File: config.mk
export PLATFORM = sky130hd
export DESIGN_NAME = mesi_bcast_sched
export DESIGN_NICKNAME = d
export VERILOG_FILES = /design/src/rtl/mesi_bcast_sched.sv
export SDC_FILE = /design/constraint.sdc
export NUM_CORES = 1
export LEC_CHECK = 0
export CORE_AREA = 2 2 112 114
export CTS_CLUSTER_SIZE = 8
export DETAILED_ROUTE_END_ITERATION = 10
export DIE_AREA = 0 0 114 116
export DONT_BUFFER_PORTS = 1
export GPL_ROUTABILITY_DRIVEN = 0
export PLACE_DENSITY = 0.56
export SLEW_MARGIN = 20
export SYNTH_ARGS = -nofsm -noshare
export SYNTH_HDL_FRONTEND = slang
export SYNTH_SLANG_ARGS = --single-unit
File: constraint.sdc
create_clock -name clk -period 3.4 [get_ports clk]
set_clock_uncertainty 0.1 [all_clocks]
set_input_delay 0.34 -clock clk [delete_from_list [all_inputs] [get_ports clk]]
set_output_delay 0.34 -clock clk [all_outputs]
set_load 0.005 [all_outputs]
File: src/rtl/mesi_bcast_sched.sv
// mesi_bcast_sched
// Picks one main-bus command at a time from four CPU ports (round-robin) and
// runs the coherence-bus sequence for it:
//   plain WR/RD        -> main-bus ack pulse on the next cycle
//   WR_BROAD/RD_BROAD  -> snoop the three other caches, collect their acks,
//                         enable the requester, then the main-bus ack pulse.
// Ports:
//   clk, rst (asynchronous, active low)
//   mbus_cmd{3..0}_i / mbus_addr{3..0}_i : requests, held until mbus_ack pulses
//   cbus_ack{3..0}_i                    : coherence acknowledges
//   mbus_ack{3..0}_o                    : one-cycle completion pulse
//   cbus_addr_o                         : latched address of the current winner
//   cbus_cmd{3..0}_o                    : snoop / enable commands
//   sched_err_o                         : sticky timeout flag
// Optional feature: define MESI_SCHED_TIMEOUT_EN to bound the SNOOP/ENABLE
// waits by TIMEOUT_CYCLES; otherwise waits are unbounded and sched_err_o is 0.
module mesi_bcast_sched #(
  parameter int ADDR_WIDTH     = 32,
  parameter int MBUS_CMD_WIDTH = 3,
  parameter int CBUS_CMD_WIDTH = 3,
  parameter int TIMEOUT_CYCLES = 255
) (
  input  logic                      clk,
  input  logic                      rst,
  input  logic [MBUS_CMD_WIDTH-1:0] mbus_cmd3_i,
  input  logic [MBUS_CMD_WIDTH-1:0] mbus_cmd2_i,
  input  logic [MBUS_CMD_WIDTH-1:0] mbus_cmd1_i,
  input  logic [MBUS_CMD_WIDTH-1:0] mbus_cmd0_i,
  input  logic [ADDR_WIDTH-1:0]     mbus_addr3_i,
  input  logic [ADDR_WIDTH-1:0]     mbus_addr2_i,
  input  logic [ADDR_WIDTH-1:0]     mbus_addr1_i,
  input  logic [ADDR_WIDTH-1:0]     mbus_addr0_i,
  input  logic                      cbus_ack3_i,
  input  logic                      cbus_ack2_i,
  input  logic                      cbus_ack1_i,
  input  logic                      cbus_ack0_i,
  output logic                      mbus_ack3_o,
  output logic                      mbus_ack2_o,
  output logic                      mbus_ack1_o,
  output logic                      mbus_ack0_o,
  output logic [ADDR_WIDTH-1:0]     cbus_addr_o,
  output logic [CBUS_CMD_WIDTH-1:0] cbus_cmd3_o,
  output logic [CBUS_CMD_WIDTH-1:0] cbus_cmd2_o,
  output logic [CBUS_CMD_WIDTH-1:0] cbus_cmd1_o,
  output logic [CBUS_CMD_WIDTH-1:0] cbus_cmd0_o,
  output logic                      sched_err_o
);

  localparam logic [MBUS_CMD_WIDTH-1:0] MB_WR       = MBUS_CMD_WIDTH'(1);
  localparam logic [MBUS_CMD_WIDTH-1:0] MB_RD       = MBUS_CMD_WIDTH'(2);
  localparam logic [MBUS_CMD_WIDTH-1:0] MB_WR_BROAD = MBUS_CMD_WIDTH'(3);
  localparam logic [MBUS_CMD_WIDTH-1:0] MB_RD_BROAD = MBUS_CMD_WIDTH'(4);

  localparam logic [CBUS_CMD_WIDTH-1:0] CB_NOP      = CBUS_CMD_WIDTH'(0);
  localparam logic [CBUS_CMD_WIDTH-1:0] CB_WR_SNOOP = CBUS_CMD_WIDTH'(1);
  localparam logic [CBUS_CMD_WIDTH-1:0] CB_RD_SNOOP = CBUS_CMD_WIDTH'(2);
  localparam logic [CBUS_CMD_WIDTH-1:0] CB_EN_WR    = CBUS_CMD_WIDTH'(3);
  localparam logic [CBUS_CMD_WIDTH-1:0] CB_EN_RD    = CBUS_CMD_WIDTH'(4);

  typedef enum logic [1:0] {
    ST_IDLE   = 2'd0,
    ST_SNOOP  = 2'd1,
    ST_ENABLE = 2'd2,
    ST_ACK    = 2'd3
  } state_e;

  logic [3:0][MBUS_CMD_WIDTH-1:0] mcmd_s;
  logic [3:0][ADDR_WIDTH-1:0]     maddr_s;
  logic [3:0]                     cack_s;
  logic [3:0]                     req_vld_s;
  logic [3:0]                     drive_s;
  logic [3:0]                     hit_s;
  logic                           grant_vld_s;
  logic [1:0]                     grant_idx_s;

  state_e                         state_q, state_d;
  logic [1:0]                     rr_q, rr_d;
  logic [1:0]                     win_q, win_d;
  logic                           rd_q, rd_d;
  logic [3:0]                     mask_q, mask_d;
  logic [3:0]                     mbus_ack_q, mbus_ack_d;
  logic [3:0][CBUS_CMD_WIDTH-1:0] cbus_cmd_q, cbus_cmd_d;
  logic [ADDR_WIDTH-1:0]          cbus_addr_q, cbus_addr_d;

`ifdef MESI_SCHED_TIMEOUT_EN
  localparam int CNT_W = ($clog2(TIMEOUT_CYCLES + 1) > 8) ? $clog2(TIMEOUT_CYCLES + 1) : 8;
  logic [CNT_W-1:0] cnt_q, cnt_d;
  logic             err_q, err_d;
`else
  logic             unused_cfg_s;
  assign unused_cfg_s = ^TIMEOUT_CYCLES;
`endif

  assign mcmd_s  = {mbus_cmd3_i, mbus_cmd2_i, mbus_cmd1_i, mbus_cmd0_i};
  assign maddr_s = {mbus_addr3_i, mbus_addr2_i, mbus_addr1_i, mbus_addr0_i};
  assign cack_s  = {cbus_ack3_i, cbus_ack2_i, cbus_ack1_i, cbus_ack0_i};

  // Per-port request decode and "currently driven" flags (acks count only there).
  always_comb begin
    for (int i = 0; i < 4; i++) begin
      req_vld_s[i] = (mcmd_s[i] >= MB_WR) && (mcmd_s[i] <= MB_RD_BROAD);
      drive_s[i]   = (cbus_cmd_q[i] != CB_NOP);
    end
    hit_s = cack_s & drive_s;
  end

  // Round-robin search from rr_q; scanning backwards lets the nearest port win.
  always_comb begin
    grant_vld_s = 1'b0;
    grant_idx_s = 2'd0;
    for (int k = 3; k >= 0; k--) begin
      if (req_vld_s[rr_q + 2'(k)]) begin
        grant_vld_s = 1'b1;
        grant_idx_s = rr_q + 2'(k);
      end else begin
        grant_vld_s = grant_vld_s;
      end
    end
  end

  // Next-state and next-output computation for the broadcast sequencer.
  always_comb begin
    state_d     = state_q;
    rr_d        = rr_q;
    win_d       = win_q;
    rd_d        = rd_q;
    mask_d      = mask_q;
    mbus_ack_d  = 4'b0000;
    cbus_cmd_d  = cbus_cmd_q;
    cbus_addr_d = cbus_addr_q;
`ifdef MESI_SCHED_TIMEOUT_EN
    cnt_d       = cnt_q;
    err_d       = err_q;
`endif
    case (state_q)
      ST_IDLE: begin
        if (grant_vld_s) begin
          win_d       = grant_idx_s;
          rd_d        = (mcmd_s[grant_idx_s] == MB_RD) || (mcmd_s[grant_idx_s] == MB_RD_BROAD);
          cbus_addr_d = maddr_s[grant_idx_s];
          rr_d        = grant_idx_s + 2'd1;
          if (mcmd_s[grant_idx_s] >= MB_WR_BROAD) begin
            state_d = ST_SNOOP;
            // Winner never snoops itself, so its mask bit starts set.
            mask_d  = 4'b0001 << grant_idx_s;
            for (int i = 0; i < 4; i++) begin
              cbus_cmd_d[i] = (2'(i) == grant_idx_s) ? CB_NOP : (rd_d ? CB_RD_SNOOP : CB_WR_SNOOP);
            end
          end else begin
            state_d                  = ST_ACK;
            mbus_ack_d[grant_idx_s]  = 1'b1;
          end
        end else begin
          state_d = ST_IDLE;
        end
      end
      ST_SNOOP: begin
        mask_d = mask_q | hit_s;
        for (int i = 0; i < 4; i++) begin
          if (hit_s[i]) begin
            cbus_cmd_d[i] = CB_NOP;
          end else begin
            cbus_cmd_d[i] = cbus_cmd_q[i];
          end
        end
        if (mask_d == 4'b1111) begin
          state_d           = ST_ENABLE;
          cbus_cmd_d[win_q] = rd_q ? CB_EN_RD : CB_EN_WR;
        end else begin
          state_d = ST_SNOOP;
        end
      end
      ST_ENABLE: begin
        if (hit_s[win_q]) begin
          cbus_cmd_d[win_q] = CB_NOP;
          state_d           = ST_ACK;
          mbus_ack_d[win_q] = 1'b1;
        end else begin
          state_d = ST_ENABLE;
        end
      end
      ST_ACK: begin
        state_d = ST_IDLE;
      end
      default: begin
        state_d = ST_IDLE;
      end
    endcase
`ifdef MESI_SCHED_TIMEOUT_EN
    // Counter runs only while stuck in SNOOP/ENABLE; any progress or other state clears it.
    if (((state_q == ST_SNOOP) || (state_q == ST_ENABLE)) && (state_d == state_q)) begin
      if (cnt_q == CNT_W'(TIMEOUT_CYCLES - 1)) begin
        cbus_cmd_d = {4{CB_NOP}};
        err_d      = 1'b1;
        state_d    = ST_IDLE;
        cnt_d      = {CNT_W{1'b0}};
      end else begin
        cnt_d = cnt_q + CNT_W'(1);
      end
    end else begin
      cnt_d = {CNT_W{1'b0}};
    end
`endif
  end

  // State and output registers.
  always_ff @(posedge clk or negedge rst) begin
    if (!rst) begin
      state_q     <= ST_IDLE;
      rr_q        <= 2'd0;
      win_q       <= 2'd0;
      rd_q        <= 1'b0;
      mask_q      <= 4'b0000;
      mbus_ack_q  <= 4'b0000;
      cbus_cmd_q  <= {4{CB_NOP}};
      cbus_addr_q <= {ADDR_WIDTH{1'b0}};
`ifdef MESI_SCHED_TIMEOUT_EN
      cnt_q       <= {CNT_W{1'b0}};
      err_q       <= 1'b0;
`endif
    end else begin
      state_q     <= state_d;
      rr_q        <= rr_d;
      win_q       <= win_d;
      rd_q        <= rd_d;
      mask_q      <= mask_d;
      mbus_ack_q  <= mbus_ack_d;
      cbus_cmd_q  <= cbus_cmd_d;
      cbus_addr_q <= cbus_addr_d;
`ifdef MESI_SCHED_TIMEOUT_EN
      cnt_q       <= cnt_d;
      err_q       <= err_d;
`endif
    end
  end

  assign mbus_ack3_o = mbus_ack_q[3];
  assign mbus_ack2_o = mbus_ack_q[2];
  assign mbus_ack1_o = mbus_ack_q[1];
  assign mbus_ack0_o = mbus_ack_q[0];
  assign cbus_addr_o = cbus_addr_q;
  assign cbus_cmd3_o = cbus_cmd_q[3];
  assign cbus_cmd2_o = cbus_cmd_q[2];
  assign cbus_cmd1_o = cbus_cmd_q[1];
  assign cbus_cmd0_o = cbus_cmd_q[0];
`ifdef MESI_SCHED_TIMEOUT_EN
  assign sched_err_o = err_q;
`else
  assign sched_err_o = 1'b0;
`endif

endmodule

==> results of run 1 <==
==> power by group through the flow <==
stage               sequential [µW]  clock, µW  combinational, µW
finish                         1350        909               2420
global route                   1400        972               2770
CTS                            1360        930               2440
detailed placement             1360          0               2420
global placement               1360          0               2350
floorplan                      1230          0               1970
==> registers in the layout, summed over array words and instances, names as in the netlist <==
name / cells
rd_q: 1
cbus_cmd3_o: 3
cbus_cmd0_o: 3
mbus_ack_q: 4
cbus_cmd2_o: 3
cbus_addr_o: 32
cbus_cmd1_o: 3
win_q: 2
mask_q: 4
state_q: 2
rr_q: 2
==> cell usage in the layout, fill, tap and decap left out, types with 4 or more instances in the layout <==
cell type	Yosys	final
sky130_fd_sc_hd__o21ai_1	8	8
sky130_fd_sc_hd__nand2_1	224	224
sky130_fd_sc_hd__nor2_1	10	9
sky130_fd_sc_hd__clkbuf_16	0	9
sky130_fd_sc_hd__nand3_1	48	48
sky130_fd_sc_hd__o21a_1	4	4
sky130_fd_sc_hd__nand2b_1	8	7
sky130_fd_sc_hd__dfrtp_1	59	59
sky130_fd_sc_hd__o21ai_0	82	82
sky130_fd_sc_hd__inv_1	8	7
sky130_fd_sc_hd__o22ai_1	4	4
sky130_fd_sc_hd__o31ai_1	4	4
sky130_fd_sc_hd__mux2i_1	4	4
sky130_fd_sc_hd__a21oi_1	15	15
sky130_fd_sc_hd__o31a_1	4	4
sky130_fd_sc_hd__ha_1	7	7
sky130_fd_sc_hd__nor3_1	8	8
==> metrics by stage <==
step,instance area [µm²],total power [µW],hold slack (ps),cells
6_report,4560,4670,183,721
5_1_grt,4560,5140,190,721
4_1_cts,4560,4730,174,721
3_3_place_gp,4220,3710,-52.7,704
2_1_floorplan,4130,3200,-55.6,592
3_5_place_dp,4220,3780,-52.9,704
==> metal layers <==
metal,global-route usage,wire (µm),vias to the layer above
met5,0,0,-
met1,0.205,4750,1761
li1,-,-,1984
met2,0.323,6050,157
met4,0.0862,323,0
met3,0.0638,1010,28
==> cells in the mapped netlist (3+ instances only) <==
cell	n	area (µm²)
sky130_fd_sc_hd__o21ai_0	82	410
sky130_fd_sc_hd__nor2_1	10	37.5
sky130_fd_sc_hd__a32oi_2	3	48.8
sky130_fd_sc_hd__a21boi_0	3	22.5
sky130_fd_sc_hd__dfrtp_1	59	1480
sky130_fd_sc_hd__a21oi_1	15	75.1
sky130_fd_sc_hd__nor3_1	8	40.0
sky130_fd_sc_hd__o21ai_1	8	40.0
sky130_fd_sc_hd__inv_1	8	30.0
sky130_fd_sc_hd__a221oi_1	3	26.3
sky130_fd_sc_hd__nand3_1	48	240
sky130_fd_sc_hd__mux2i_1	4	40.0
sky130_fd_sc_hd__o22ai_1	4	25.0
sky130_fd_sc_hd__ha_1	7	87.6
sky130_fd_sc_hd__o31ai_1	4	30.0
sky130_fd_sc_hd__o31a_1	4	35.0
sky130_fd_sc_hd__o21a_1	4	30.0
sky130_fd_sc_hd__clkbuf_1	31	116
sky130_fd_sc_hd__nand2b_1	8	50.1
sky130_fd_sc_hd__nor2b_1	3	18.8
sky130_fd_sc_hd__and2_1	3	18.8
sky130_fd_sc_hd__buf_1	5	18.8
sky130_fd_sc_hd__nand2_1	224	841
==> path summary, 6_finish.rpt <==
path	startpoint	endpoint	slack (ps)	cells after the start
max	rr_q[1]	cbus_cmd1_o[1]	610	8
min	mbus_addr1_i[21]	cbus_addr_o[21]	180	4
max reg2reg	rr_q[1]	cbus_cmd1_o[1]	610	8
min reg2reg	cbus_addr_o[10]	cbus_addr_o[10]	410	2
max in group asynchronous	rst	cbus_addr_o[20]	2490	2
min in group asynchronous	rst	mbus_ack_q[1]	450	2
==> final cells by class <==
cell class                 instances  share of cell area
multi-input combinational        485               0.544
tap                              147              0.0404
timing repair buffer               6              0.0176
clock inverter                     4              0.0110
sequential                        59               0.324
clock buffer                      11              0.0554
inverter                           9             0.00741
==> kinds of logic (layout without fill, tap and decap cells) <==
logic type / count (synthesis) / count (layout) / share of synthesized area
mux: 7 / 7 / 0.0206
simple gates: 316 / 316 / 0.324
fa+ha+maj: 7 / 7 / 0.0212
other cells: 1 / 1 / 0.000907
flops: 59 / 59 / 0.357
compound gates: 153 / 153 / 0.229
buf+inv: 48 / 30 / 0.0451
xor+xnor: 1 / 1 / 0.00212
==> critical path: cells and delay by family, from the launching register on <==
kind / cells / cell delay [ps]
DFF: 1 / 450
AOI/OAI and AO/OA: 7 / 1600
and+or+nand+nor: 1 / 500
==> timing repair <==
action	in CTS	in global routing
hold buffers	2	0
resized for setup	0	0
hold endpoints to repair	59	0
==> metrics.yaml, run 1 <==
hold_path:
  hold_path_class: "input port to flip-flop"
power_and_ir_drop:
  power.share.combinational: 0.517
  ir_drop_mv: 0.303
  power_frac_clock: 0.194
  p_sw_frac: 0.468
  p_int_uw: 2490
  netSwitchingPower_uw: 2190
  seq_power_share: 0.288
  pwr_density_cell_mw_per_mm2: 1030
  p_leak_uw: 0.00202
cts:
  clkLatencyLatePin_ps: 320
  clkTransAtPathRegs_ps: 50
  clock_tree_from_tritoncts: "yes"
  ctsLongestPathBuffers: 2
  numCtsBuffers: 9
  clock_tree.htree_level_count: 3
  cts.sink_count: 59
  clk_tree_root_cell: "sky130_fd_sc_hd__clkbuf_16"
  post_cts.repair.setup_buffers: 0
cells_and_area:
  post_route_cells_drive_above_1_share: 0.0662
  antenna_cells: 0
  postLayoutCoreUtil: 0.383
  fillerInstances: 1262
  area_of_the_multi_input_gates_mm2: 0.00248
  regArea_mm2: 0.00148
  final_net_count: 723
  syn_to_final_growth_pct: 10.3
setup_path:
  critical-path-max-stage-delay_ps: 500
  path_max_fanout: 10
  worst_ep_arrival_time_ps: 2870
  cp_data_required_time_ps: 3480
  critical_path.startpoint_type: "flip-flop"
  end_kind: "flip-flop"
  crit_slowest_cell: "sky130_fd_sc_hd__nor3b_1"
  ws_path_type: "flip-flop to flip-flop"
  path_cells: "a32oi_2, nor3b_1, o21ai_0, a32oi_1, a21oi_1, o21ai_2, a21bo_1, o311ai_1"
global_routing:
  grt_max_degree: 65
  first_global_vias: 3952
  grt_first_pass_wirelength_mm: 19.2
  globalRouteOverflowTotal: 0
  global_route.usage.total: 0.185
  initial_antenna_violation_count: 0
floorplanning:
  floorplan.die_area_mm2: 0.0132
  initial_utilization: 0.347
  core_mm2: 0.0119
  io_pins: 195
  floorplan.die.height_um: 116
  chipWidth_um: 114
  num_rows: 40
sta:
  peak_freq_mhz: 358
  finalHoldViolCount: 0
  layout_worst_path_cycle_share: 0.821
  setup_repair_after_global_routing_missed_its_margin: "false"
  slew_violations: 0
  max_slew.worst_pin.slew_ps: 614
  timing.slew.headroom: 0.591
  finalSetupViolCount: 0
  timing.final.crit_period_ps: 2790
  final.setup.tns_ps: 0
  worst_slack_ps: 608
placed_design:
  detailed_place_hpwl_mm: 9.25
  place_worst_setup_slack_ps: 431
  portBuffers: 0
drt:
  dr.first_iter.drc_count: 174
  avgViaCountPerCell: 5.45
  totalWireLength_mm: 12.1
  post_drt_wl_per_cell_um: 16.8
  drc: 0
  via_count: 3930
  antenna_violating_nets_post_route: 0
  drt_pass_1_iters: 4
synthesis:
  ys_async_sr_fraction: 1.00
  yosys_register_bits: 59
  avg_synthesized_cell_area_um2: 6.98
  synthesis.nets: 745
  ys_seq_area_frac: 0.357
  netlist_instances: 592
  yosysWarnings: 0
  synth.distinct_cells: 57
  synth_edf_count: 0
  mapped_cell_area_mm2: 0.00413
  synth_flop_cell: "sky130_fd_sc_hd__dfrtp_1"
flow_run:
  max-cap-violations: 0
outcome:
  outcome: "finished clean"
No activity file was read; power rests on OpenSTA's default activity.
==> inputs of run 2 (changes only) <==
clock period = 2.7 ns   (was 3.4 ns; I/O delays follow)
==> run 2 against run 1 <==
Against the previous run: sequential share of layout area shrank 1.4 points; routed wire length grew 2.2%; hold slack lost 72 ps; sequential power grew 22%; sequential cell count is the same; critical endpoint is now cbus_cmd3_o[1]; largest power group unchanged.
==> metrics.yaml, run 2 (same netlist as run 1, synthesis figures left out) <==
outcome:
  outcome: "finished clean"
sta:
  layout_worst_path_cycle_share: 0.931  # +0.110
  setup_repair_after_global_routing_missed_its_margin: "false"
  finalSetupViolCount: 0  # unchanged
  finalHoldViolCount: 0  # unchanged
  final.setup.tns_ps: 0  # unchanged
  slew_violations: 0  # unchanged
  worst_slack_ps: 186  # -423 ps
  peak_freq_mhz: 398  # +11%
  timing.final.crit_period_ps: 2510  # -277 ps
power_and_ir_drop:
  power_frac_clock: 0.210  # +0.016
  p_leak_uw: 0.00212  # +5.0%
  pwr_density_cell_mw_per_mm2: 1330  # +30%
  ir_drop_mv: 0.543  # +79%
  netSwitchingPower_uw: 2850  # +30%
  p_sw_frac: 0.448  # -0.0201
  seq_power_share: 0.260  # -0.028
  p_int_uw: 3510  # +41%
  power.share.combinational: 0.530  # +0.013
setup_path:
  critical_path.startpoint_type: "flip-flop"
  ws_path_type: "flip-flop to flip-flop"
  path_cells: "inv_1, o41a_1, a221oi_2, a32oi_2, xnor2_1, or3_4, o21a_1, o21ai_1"
  critical-path-max-stage-delay_ps: 490  # about the same
  worst_ep_arrival_time_ps: 2660  # -210 ps
  crit_slowest_cell: "sky130_fd_sc_hd__o41a_1"
  cp_data_required_time_ps: 2840  # -640 ps
  end_kind: "flip-flop"
  path_max_fanout: 6  # -4
floorplanning:
  floorplan.die.height_um: 116  # unchanged
  floorplan.die_area_mm2: 0.0132  # unchanged
  chipWidth_um: 114  # unchanged
  io_pins: 195  # unchanged
  core_mm2: 0.0119  # unchanged
  initial_utilization: 0.347  # unchanged
  num_rows: 40  # unchanged
drt:
  totalWireLength_mm: 12.4  # +2.2%
  drt_pass_1_iters: 4  # unchanged
  drc: 0  # unchanged
  post_drt_wl_per_cell_um: 16.9  # +0.41%
  antenna_violating_nets_post_route: 0  # unchanged
  dr.first_iter.drc_count: 190  # +9.2%
  via_count: 4040  # +2.8%
  avgViaCountPerCell: 5.50  # +0.98%
placed_design:
  place_worst_setup_slack_ps: 4.57  # -427 ps
  portBuffers: 0  # unchanged
  post_dp_cell_area_mm2: 0.00434  # +2.9%
  detailed_place_hpwl_mm: 9.42  # +1.9%
cells_and_area:
  final_net_count: 736  # +1.8%
  fillerInstances: 1237  # -2.0%
  antenna_cells: 0  # unchanged
  post_route_cells_drive_above_1_share: 0.102  # +0.0360
  mostFrequentLayoutCells: "223 x sky130_fd_sc_hd__nand2_1, 82 x sky130_fd_sc_hd__o21ai_0, 58 x sky130_fd_sc_hd__dfrtp_1, 48 x sky130_fd_sc_hd__nand3_1"
  syn_to_final_growth_pct: 15.4
  finish.instance_area_mm2: 0.00477  # +4.6%
  postLayoutCoreUtil: 0.400  # +0.0176
  largest_reg_flops: 32  # unchanged
  layout.cells.most_common: "sky130_fd_sc_hd__nand2_1"
cts:
  clock_tree.htree_level_count: 3  # unchanged
  post_cts.repair.setup_buffers: 0  # unchanged
  cts.sink_count: 59  # unchanged
  clkLatencyLatePin_ps: 320  # about the same
  clock_tree_from_tritoncts: "yes"
  numCtsBuffers: 9  # unchanged
  clk_tree_root_cell: "sky130_fd_sc_hd__clkbuf_16"
  clkTransAtPathRegs_ps: 50  # about the same
  ctsLongestPathBuffers: 2  # unchanged
global_routing:
  first_global_vias: 3934  # -0.46%
  initial_antenna_violation_count: 0  # unchanged
  global_route.usage.total: 0.190  # +0.00411
  grt_max_degree: 65  # unchanged
  globalRouteOverflowTotal: 0  # unchanged
  grt_first_pass_wirelength_mm: 19.8  # +2.7%
flow_run:
  max-cap-violations: 0  # unchanged
hold_path:
  hold_path_class: "input port to flip-flop"
-- run 2: cell count changes in the layout (fill, tap and decap cells not counted), sizes merged --
| cell | previous run | this run |
|---|---|---|
| clkinvlp | 2 | 1 |
| buf | 5 | 18 |
| clkinv | 2 | 1 |
| bufinv | 1 | 3 |
-- run 2: metal layers --
layer	wire, µm	global-route usage	up-vias
li1	-	-	2005
met1	4940	0.217	1866
met2	6220	0.331	153
met3	1010	0.0601	16
met4	233	0.0724	0
met5	0	0	-
-- run 2: area by class of cell --
cell class | count | area (µm²) | share of cell area
Tap cell | 147 | 184 | 0.0386
Sequential cell | 59 | 1480 | 0.310
Multi-Input combinational cell | 485 | 2520 | 0.528
Timing Repair Buffer | 19 | 203 | 0.0425
Clock buffer | 11 | 253 | 0.0530
Clock inverter | 4 | 97.6 | 0.0205
Inverter | 9 | 33.8 | 0.00708
-- run 2: through the flow --
step / power (µW) / hold slack [ps] / cells
after floorplan: 4030 / -126 / 592
after global placement: 4870 / -123 / 717
after detailed placement: 4970 / -122 / 717
after CTS: 6360 / 102 / 734
after global routing: 6940 / 127 / 734
final: 6360 / 111 / 734
-- run 2: final timing paths --
path	start	endpoint	slack, ps	cells past startpoint
setup reg to reg	rr_q[1]	cbus_cmd3_o[1]	190	8
hold reg to reg	cbus_addr_o[1]	cbus_addr_o[1]	400	2
hold / removal	mbus_addr1_i[21]	cbus_addr_o[21]	110	4
setup / recovery	rr_q[1]	cbus_cmd3_o[1]	190	8
max in group asynchronous	rst	rr_q[1]	1840	2
min in group asynchronous	rst	cbus_cmd1_o[1]	370	2
-- run 2: power groups by stage --
stage	sequential (µW)	clock, µW	combinational (µW)
after floorplan	1550	0	2490
after global placement	1670	0	3200
after detailed placement	1670	0	3310
after CTS	1670	1370	3330
after global routing	1710	1400	3830
final	1650	1330	3380
-- run 2: timing repair --
item / in CTS / in global routing
hold buffers: 2 / 0
endpoints found under the hold margin: 59 / 0
endpoints found under the setup margin: 0 / 21
gates resized for setup: 0 / 9
-- run 2: worst max-delay path: cells and delay by family, from the launching register on --
family	cells	cell delay, ps
and+or+nand+nor	1	390
buffers and inverters	1	70
DFF	1	410
xor gates and xnor gates	1	170
AOI/OAI and AO/OA	5	1290
==> inputs of run 3 (changes only) <==
CTS_CLUSTER_SIZE = default   (was 8)
==> results of run 3 <==
No change in the layout: final DEF, timing and power equal those of run 2.
